**src/rtl/usb_pkg.sv**
```systemverilog
`default_nettype none
// +----------------------------------------------------------------------+
// | usb_pkg : shared types and constants for the USB packet transmitter   |
// | Rev 1.0                                                               |
// +----------------------------------------------------------------------+
package usb_pkg;

  typedef enum logic [2:0] {
    ST_IDLE = 3'd0,
    ST_SYNC = 3'd1,
    ST_PID  = 3'd2,
    ST_DATA = 3'd3,
    ST_CRC  = 3'd4,
    ST_EOP  = 3'd5
  } tx_state_t;

  localparam logic [7:0] SYNC_BYTE     = 8'h80;
  localparam logic [7:0] J_BYTE        = 8'hFF;
  localparam logic [1:0] KIND_PID_ONLY = 2'b00;
  localparam logic [1:0] KIND_DATA     = 2'b01;
  localparam logic [1:0] KIND_ZLP      = 2'b10;
  localparam logic [1:0] KIND_RSVD     = 2'b11;
  localparam int         EOP_BITS      = 3;

  function automatic logic [7:0] pid_byte(input logic [3:0] pid);
    return {~pid, pid};
  endfunction

endpackage
`default_nettype wire

```
**src/rtl/usb_tx_byte_shifter.sv**
```systemverilog
`default_nettype none
// +----------------------------------------------------------------------+
// | usb_tx_byte_shifter : LSB-first byte shift register with bit counter  |
// | Rev 1.0                                                               |
// +----------------------------------------------------------------------+
module usb_tx_byte_shifter (
  input  logic       clk,
  input  logic       rst,
  input  logic       i_load,
  input  logic [7:0] i_byte,
  input  logic       i_shift,
  output logic       o_bit,
  output logic [2:0] o_cnt,
  output logic       o_last_bit
);

  logic [7:0] r_sr;
  logic [2:0] r_cnt;
  logic       r_bit;

  // r_bit idles at J so the line is correct straight out of reset
  always_ff @(posedge clk) begin
    if (rst) begin
      r_sr  <= 8'h00;
      r_cnt <= 3'd0;
      r_bit <= 1'b1;
    end else if (i_load) begin
      r_sr  <= i_byte;
      r_bit <= i_byte[0];
      r_cnt <= 3'd0;
    end else if (i_shift) begin
      r_sr  <= {1'b0, r_sr[7:1]};
      r_bit <= r_sr[1];
      r_cnt <= r_cnt + 3'd1;
    end
  end

  assign o_bit      = r_bit;
  assign o_cnt      = r_cnt;
  assign o_last_bit = i_shift & (r_cnt == 3'd7);

endmodule
`default_nettype wire

```
**src/rtl/usb_tx_pkt_ctrl.sv**
```systemverilog
`default_nettype none
// +----------------------------------------------------------------------+
// | usb_tx_pkt_ctrl : sequences SYNC, PID, payload, CRC16 and EOP bits    |
// | Rev 1.0                                                               |
// +----------------------------------------------------------------------+
module usb_tx_pkt_ctrl
  import usb_pkg::*;
(
  input  logic        clk,
  input  logic        rst,
  input  logic        pkt_start,
  input  logic [3:0]  pkt_pid,
  input  logic [1:0]  pkt_kind,
  input  logic [7:0]  data_in,
  input  logic        data_valid,
  input  logic        data_last,
  output logic        data_ready,
  input  logic        tx_shift,
  input  logic        tx_hold,
  input  logic [15:0] crc_16,
  output logic        crc_clear,
  output logic        crc_enable,
  output logic        tx_out_bit,
  output logic        eop_active,
  output logic        tx_busy,
  output logic        tx_done,
  output logic        underrun
);

  tx_state_t  r_state, w_state_nxt;
  logic [3:0] r_pid;
  logic [1:0] r_kind;
  logic       r_last;
  logic [7:0] r_crc_lo;
  logic [3:0] r_crc_cnt;
  logic       r_tx_done;

  logic       w_adv, w_load, w_ready, w_underrun, w_clear;
  logic       w_capture_pkt, w_enter_crc, w_done_set;
  logic [7:0] w_load_byte;
  logic       w_bit, w_last_bit;
  logic [2:0] w_cnt;

  // the bit stuffer may stall line bits, but never the EOP sequence
  assign w_adv = (r_state == ST_EOP) ? tx_shift : (tx_shift & ~tx_hold);

  usb_tx_byte_shifter u_shifter (
    .clk        (clk),
    .rst        (rst),
    .i_load     (w_load),
    .i_byte     (w_load_byte),
    .i_shift    (w_adv & (r_state != ST_IDLE)),
    .o_bit      (w_bit),
    .o_cnt      (w_cnt),
    .o_last_bit (w_last_bit)
  );

  always_comb begin
    w_state_nxt   = r_state;
    w_load        = 1'b0;
    w_load_byte   = 8'h00;
    w_ready       = 1'b0;
    w_underrun    = 1'b0;
    w_clear       = 1'b0;
    w_capture_pkt = 1'b0;
    w_enter_crc   = 1'b0;
    w_done_set    = 1'b0;
    case (r_state)
      ST_IDLE: if (pkt_start) begin
        w_clear       = 1'b1;
        w_capture_pkt = 1'b1;
        w_load        = 1'b1;
        w_load_byte   = SYNC_BYTE;
        w_state_nxt   = ST_SYNC;
      end
      ST_SYNC: if (w_last_bit) begin
        w_load      = 1'b1;
        w_load_byte = pid_byte(r_pid);
        w_state_nxt = ST_PID;
      end
      ST_PID: if (w_last_bit) begin
        w_load = 1'b1;
        case (r_kind)
          KIND_DATA: if (data_valid) begin
            w_ready     = 1'b1;
            w_load_byte = data_in;
            w_state_nxt = ST_DATA;
          end else begin
            w_underrun  = 1'b1;
            w_load_byte = J_BYTE;
            w_state_nxt = ST_EOP;
          end
          KIND_ZLP: begin
            w_enter_crc = 1'b1;
            w_load_byte = crc_16[15:8];
            w_state_nxt = ST_CRC;
          end
          KIND_PID_ONLY, KIND_RSVD: begin
            w_load_byte = J_BYTE;
            w_state_nxt = ST_EOP;
          end
        endcase
      end
      ST_DATA: if (w_last_bit) begin
        w_load = 1'b1;
        if (r_last) begin
          w_enter_crc = 1'b1;
          w_load_byte = crc_16[15:8];
          w_state_nxt = ST_CRC;
        end else if (data_valid) begin
          w_ready     = 1'b1;
          w_load_byte = data_in;
        end else begin
          w_underrun  = 1'b1;
          w_load_byte = J_BYTE;
          w_state_nxt = ST_EOP;
        end
      end
      ST_CRC: if (w_adv) begin
        if (r_crc_cnt == 4'd7) begin
          w_load      = 1'b1;
          w_load_byte = r_crc_lo;
        end else if (r_crc_cnt == 4'd15) begin
          w_load      = 1'b1;
          w_load_byte = J_BYTE;
          w_state_nxt = ST_EOP;
        end
      end
      ST_EOP: if (w_adv && (w_cnt == 3'(EOP_BITS - 1))) begin
        w_load      = 1'b1;
        w_load_byte = J_BYTE;
        w_done_set  = 1'b1;
        w_state_nxt = ST_IDLE;
      end
      default: w_state_nxt = ST_IDLE;
    endcase
  end

  always_ff @(posedge clk) begin
    if (rst) begin
      r_state   <= ST_IDLE;
      r_pid     <= 4'h0;
      r_kind    <= 2'b00;
      r_last    <= 1'b0;
      r_crc_lo  <= 8'h00;
      r_crc_cnt <= 4'd0;
      r_tx_done <= 1'b0;
    end else begin
      r_state   <= w_state_nxt;
      r_tx_done <= w_done_set;
      if (w_capture_pkt) begin
        r_pid  <= pkt_pid;
        r_kind <= pkt_kind;
        r_last <= 1'b0;
      end else if (w_ready) begin
        r_last <= data_last;
      end
      if (w_enter_crc) begin
        r_crc_lo  <= crc_16[7:0];
        r_crc_cnt <= 4'd0;
      end else if ((r_state == ST_CRC) && w_adv) begin
        r_crc_cnt <= r_crc_cnt + 4'd1;
      end
    end
  end

  // pulses are masked so nothing leaks out while reset is being applied
  assign data_ready = w_ready & ~rst;
  assign underrun   = w_underrun & ~rst;
  assign crc_clear  = w_clear & ~rst;
  assign crc_enable = (r_state == ST_DATA) & ~rst;
  assign eop_active = (r_state == ST_EOP) & ~rst;
  assign tx_busy    = (r_state != ST_IDLE) & ~rst;
  assign tx_done    = r_tx_done & ~rst;
  assign tx_out_bit = w_bit;

endmodule
`default_nettype wire
```
**config.mk**
```make
export PLATFORM = sky130hd
export DESIGN_NAME = usb_tx_pkt_ctrl
export DESIGN_NICKNAME = d
export VERILOG_FILES = /design/src/rtl/usb_pkg.sv /design/src/rtl/usb_tx_byte_shifter.sv /design/src/rtl/usb_tx_pkt_ctrl.sv
export SDC_FILE = /design/constraint.sdc
export NUM_CORES = 1
export LEC_CHECK = 0
export CAP_MARGIN = 15
export CORE_AREA = 8 8 103 81
export CTS_BUF_LIST = sky130_fd_sc_hd__clkbuf_16
export DETAILED_ROUTE_END_ITERATION = 7
export DIE_AREA = 0 0 111 89
export PLACE_DENSITY = 0.68
export SYNTH_ARGS = -nofsm -noshare
export SYNTH_HDL_FRONTEND = slang
export SYNTH_SLANG_ARGS = --single-unit
```
**constraint.sdc**
```tcl
create_clock -name clk -period 1.75 [get_ports clk]
set_input_delay 0.2625 -clock clk [delete_from_list [all_inputs] [get_ports clk]]
set_output_delay 0.2625 -clock clk [all_outputs]
set_load 0.03 [all_outputs]
```
After elaboration in Yosys (flattened, before gate mapping)
Index checks and enable logic that the tools add are counted.
{ "totals": {"output_inout_bits": 8, "input_bits": 37, "word_cells": 115, "reg_bits": 35} }
{ "op_classes": {"n_addsub": 2, "bitwise_logic": 14, "mux": 55, "eq_ne": 21, "reduce_logical": 13} }
{ "ops": {"columns": ["op", "n"], "rows": [
  ["8-bit two-way mux", 12],
  ["8-bit case mux with 6 select lines", 1],
  ["3-bit two-way mux", 11],
  ["1-bit two-way mux", 24],
  ["8-bit case mux with 3 select lines", 1],
  ["3-bit case mux with 6 select lines", 1],
  ["1-bit AND", 10],
  ["2-bit OR reduction", 5],
  ["3-bit by 2-bit equality test with 1-bit output, second input constant", 3],
  ["3-bit equality test, second input constant", 3],
  ["3-bit case mux with 3 select lines", 1],
  ["9-bit AND reduction", 1],
  ["2-bit by 1-bit inequality test with 1-bit output, second input constant", 4],
  ["2-bit inequality test, second input constant", 4],
  ["1-bit case mux with 2 select lines", 3],
  ["4-bit by 1-bit adder with 4-bit output, second input constant", 1],
  ["2-bit equality test, second input constant", 2],
  ["4-bit by 3-bit equality test with 1-bit output, second input constant", 1],
  ["4-bit equality test, second input constant", 1],
  ["4-bit NOT", 1],
  ["1-bit case mux with 4 select lines", 1],
  ["3-bit by 1-bit adder with 3-bit output, second input constant", 1],
  ["3-bit by 1-bit equality test with 1-bit output, second input constant", 1],
  ["3-bit logical NOT", 1],
  ["8 further kinds", 11]
]} }

Depth between registers and ports, before layout
{ "logic_depth": {"ltp_word": 8, "ltp_mapped": 9, "mapped_depth_nobuf": 7} }

Cells and area by module
A second synthesis with hierarchy kept.
{ "unflattened": {"cells_unflattened": 268, "hier_area_um2": 2189.6} }
{ "modules_own_cells": {"columns": ["module", "n_inst", "seq_area_each_um2", "area_per_inst_um2", "cells_each"], "rows": [
  ["usb_tx_pkt_ctrl", 1, 460.4, 1682.9, 219],
  ["usb_tx_byte_shifter", 1, 220.2, 506.7, 49]
]} }

Worst setup path after synthesis
Ideal clock, no wire load.
{ "synth_timing": {"path_kind": "register -> output", "start": "reg u_shifter.r_cnt[0], in the netlist u_shifter.o_cnt[0]", "end": "out underrun", "required_ns": 1.487, "arrival_time_ns": 1.746, "slack_ns": -0.259, "n_path_buf": 1, "path_stages_with_launch": 7, "cell_sequence": "dfxtp_1 -> ha_1 -> ha_1 -> buf_2 -> and3b_1 -> nand2_1 -> nor3_1"} }
{ "synth_via": {"elab_chain_cells": 5, "elab_cells_between_ends": 6, "cone_classes": "1 x eq/ne; 3 x mux; 2 x bitwise"} }
{ "synth_lines": {"columns": ["element", "line_no", "rtl"], "rows": [
  ["start, declared", "usb_tx_byte_shifter.sv:18", "logic [2:0] r_cnt;"],
  ["start signal, assigned", "usb_tx_byte_shifter.sv:34", "r_cnt <= r_cnt + 3'd1;"],
  ["3-bit equality test *", "usb_tx_byte_shifter.sv:40", "assign o_last_bit = i_shift & (r_cnt == 3'd7);"],
  ["1-bit AND *", "usb_tx_byte_shifter.sv:40", null],
  ["1-bit two-way mux (on tied branches)", "usb_tx_pkt_ctrl.sv:104, usb_tx_pkt_ctrl.sv:81", null],
  ["1-bit case mux with 2 select lines *", "usb_tx_pkt_ctrl.sv:68", "case (r_state)"],
  ["1-bit AND *", "usb_tx_pkt_ctrl.sv:169", "assign underrun = w_underrun & ~rst;"],
  ["end, declared", "usb_tx_pkt_ctrl.sv:27", "output logic underrun"]
]} }
Every way passes the cells marked *; elsewhere a longest branch is shown, timed or not.

Final worst setup path
{ "layout_timing": {"start": "reg u_shifter.r_cnt[0], in the netlist u_shifter.o_cnt[0]", "end": "out data_ready"} }
{ "layout_via": {"elab_chain_cells": 5, "elab_cells_between_ends": 6, "cone_classes": "1 x eq/ne; 3 x mux; 2 x bitwise"} }
{ "layout_lines": {"columns": ["element", "line_no", "rtl"], "rows": [
  ["3-bit equality test *", "usb_tx_byte_shifter.sv:40", null],
  ["1-bit AND *", "usb_tx_byte_shifter.sv:40", null],
  ["1-bit two-way mux (on tied branches)", "usb_tx_pkt_ctrl.sv:104, usb_tx_pkt_ctrl.sv:81", null],
  ["1-bit case mux with 2 select lines *", "usb_tx_pkt_ctrl.sv:68", null],
  ["1-bit AND *", "usb_tx_pkt_ctrl.sv:168", "assign data_ready = w_ready & ~rst;"],
  ["end, declared", "usb_tx_pkt_ctrl.sv:17", "output logic data_ready,"]
]} }
Marks and branches as above.

==> results.py <==
metrics = {
    "worst_setup_path": {
        "crit_family": "simple AND/OR/NAND/NOR gates",
        "critical_path.max_stage_delay_ps": 360,
        "crit_chain": "ha_4 > ha_4 > and3b_2 > and3_4 > nor2b_4 > buf_6",
        "critPathKind": "reg2out",
        "worstPathRequired_ps": 1490,
        "crit_arrival_ps": 1620,
        "reg2reg_slack_ps": -70,
        "cp_common_cell": "ha_4",
        "critPathLaunch": "u_shifter.o_cnt[0]",
        "start_kind": "register",
        "reg2reg_from": "r_state[2]",
        "crit_path_top_delay_cell": "dfxtp_4",
        "worstPathBufferInverterCount": 1,
        "worstPathMaxFanout": 3,
        "end_kind": "output pin",
    },
    "global_route": {
        "grt_pass1_wl_mm": 12.3,
        "antenna_found_initial": 0,
        "grt_max_degree": 25,
        "grtUsageTotal_pct": 15.3,
        "grt_pass1_vias": 2444,
        "grt-ovfl-total": 0,
    },
    "synthesis": {
        "synth_area_leaders": "dfxtp_1, mux2i_1, a21oi_1",
        "ys_ff_latch": 34,
        "synth_top_area_cell": "dfxtp_1",
        "synthCells": 283,
        "synth_top_family_by_area": "simple AND/OR/NAND/NOR gates",
        "syn_area_per_cell_sq_um": 8.06,
        "synth_edf_count": 0,
        "synth_compound_area_share_pct": 24.8,
        "synth_top_flop_cell": "dfxtp_1",
        "yosysSeqAreaShare_pct": 29.8,
        "ys_warn_count": 0,
        "synth_adder_area_share_pct": 4.39,
        "synth-async-reset-ratio_pct": 0,
        "muxShareOfSynthArea_pct": 4.82,
        "synth_common_cells": "dfxtp_1, nand2_1, nor2_1, a21oi_1, inv_1",
        "synth_xor_area_share_pct": 1.54,
        "syn_nets": 328,
        "ys_types": 60,
        "synth-simple-area-share_pct": 27.4,
        "synthMostInstantiatedCell": "dfxtp_1",
        "synth_top_area_share_pct": 29.8,
        "syn-cell-area_sq_um": 2280,
    },
    "cells_and_area": {
        "syn_to_final_growth_pct": 65.0,
        "final_util_pct": 56.5,
        "fin_cells": 471,
        "nets": 431,
        "drive_gt1_share_pct": 38.2,
        "num_antenna_cells": 0,
    },
    "power_and_ir_drop": {
        "p_leak_nw": 1.36,
        "power_w": 0.00225,
        "p_per_area_nw_per_um2": 599,
        "peakVddDrop_mv": 0.451,
    },
    "clocking": {
        "clk_latency_ps": 280,
        "cts.sinks": 34,
        "cts_hold_buf": 0,
        "clk_path_buf_depth": 2,
        "tritoncts": "done",
        "ctsRootBufferMaster": "clkbuf_16",
        "h-tree-depth": 2,
        "cts_buffers": 5,
        "path_clk_slew_ps": 60,
    },
    "route": {
        "wl_per_cell_um": 17.2,
        "postRouteAntennaNets": 0,
        "wl_mm": 8.10,
        "drt_iter0_drc": 135,
        "dr.pass1.iters": 5,
        "vias": 2544,
        "vias_per_cell": 5.40,
        "drc": 0,
    },
    "die": {
        "num_rows": 26,
        "die_w_um": 111,
        "dieArea_sq_um": 9880,
        "ios": 45,
        "start_util_pct": 34.2,
        "die_h_um": 89,
        "coreArea_sq_um": 6670,
    },
    "placed_design": {
        "dpl.hpwl_mm": 5.48,
        "placedCellCount": 448,
        "gp_congestion": 0.890,
        "post-place-ws_ps": -282,
        "portBuffers": 44,
    },
    "timing": {
        "finalCritPeriodShare_pct": 108,
        "fin_worst_skew_ps": 4.83,
        "hold_viol_final": 0,
        "slew_headroom_pct": 69.1,
        "setup_ws_ps": -133,
        "rsz0062_at_grt": "yes",
        "finalMaxSlewViolations": 0,
        "period_needed_ps": 1880,
        "setup_tns_ps": -524,
        "fmax_mhz": 531,
        "setup_viol": 11,
        "tightest_slew_ps": 463,
    },
    "flow_run": {
        "max_cap_viol_count": 0,
    },
    "worst_hold_path": {
        "hp-class": "reg2reg",
        "hold_start": "r_pid[3]",
    },
    "run_status": {
        "violations": "setup timing",
        "status": "complete, but fails checks",
    },
}
-- metrics by stage --
stage          hold WS [ps]  cell area (sq um)
6_report                479               3770
5_1_grt                 495               3770
4_1_cts                 475               3560
3_5_place_dp            467               3160
3_3_place_gp            460               3160
2_1_floorplan           398               2310
-- layout make-up --
class	count	area (sq um)
Timing Repair Buffer	113	1030
Sequential cell	34	699
Inverter	16	62.6
Clock inverter	3	16.3
Tap cell	84	105
Fill cell	564	2900
Multi-Input combinational cell	216	1730
Clock buffer	5	125
-- worst reg2reg max path, stage by stage (launching register included) --
cell     delay (ps)
dfxtp_2         320
buf_6           120
or4b_4          580
buf_6           150
o21ai_4         100
or3_4           190
a21o_1          130
a41oi_2         100
-- power by group --
group | switching [W] | internal [W]
sequential | 0.0000257 | 0.000800
combinational | 0.000266 | 0.000291
clock | 0.000352 | 0.000519
-- per-layer routing --
metal  vias up  global-route usage, %  share of wire [%]
met5         -                      0                  0
li1       1218                      -                  -
met3        10                   2.88                6.7
met1      1208                   20.7                 45
met4         0                   6.36                2.1
met2       108                   23.4                 46
-- layout by cell type, fill, tap and decap left out, drive strengths merged, types with 2 or more instances in the layout --
| cell type | n |
|---|---|
| o21bai | 2 |
| nor3 | 17 |
| mux2i | 11 |
| o21ai | 21 |
| nand2b | 15 |
| nand2 | 25 |
| dlymetal6s2s | 2 |
| nand3 | 9 |
| a21oi | 25 |
| a22o | 6 |
| clkdlybuf4s50 | 35 |
| nor2 | 23 |
| and2 | 2 |
| or3 | 2 |
| ha | 8 |
| clkbuf | 5 |
| o21ba | 2 |
| a41oi | 6 |
| nand3b | 4 |
| nor4 | 4 |
| a21o | 3 |
| inv | 16 |
| nor2b | 2 |
| clkinv | 2 |
| dfxtp | 34 |
| or3b | 2 |
| a31oi | 3 |
| xnor2 | 3 |
| a2111oi | 3 |
| buf | 76 |
-- worst paths after layout --
kind | end | cells after the start
worst min-delay path | r_pid[3] | 2
worst max-delay path | data_ready | 6
worst max register to register | u_shifter.r_sr[5] | 7
worst min register to register | r_pid[3] | 2
-- logic make-up after synthesis --
| group | after synthesis |
|---|---|
| and+or+nand+nor | 114 |
| AOI/OAI and AO/OA | 79 |
| DFF | 34 |
| buffers and inverters | 33 |
| muxes | 11 |
| adders and majority gates | 8 |
| xor gates and xnor gates | 4 |
-- state kept, by name, indices dropped and copies added (netlist names) --
| name | cells |
|---|---|
| r_pid | 4 |
| u_shifter.o_bit | 1 |
| u_shifter.r_sr | 7 |
| r_kind | 2 |
| r_tx_done | 1 |
| u_shifter.o_cnt | 3 |
| r_last | 1 |
| r_crc_lo | 8 |
| r_state | 3 |
| r_crc_cnt | 4 |
-- what timing repair did --
item	4_1_cts	5_1_grt
setup buffers	11	6
gates resized for setup	37	37
pin swaps	16	15
endpoints found under the setup margin	28	26
Power figures use the tool's default switching activity.
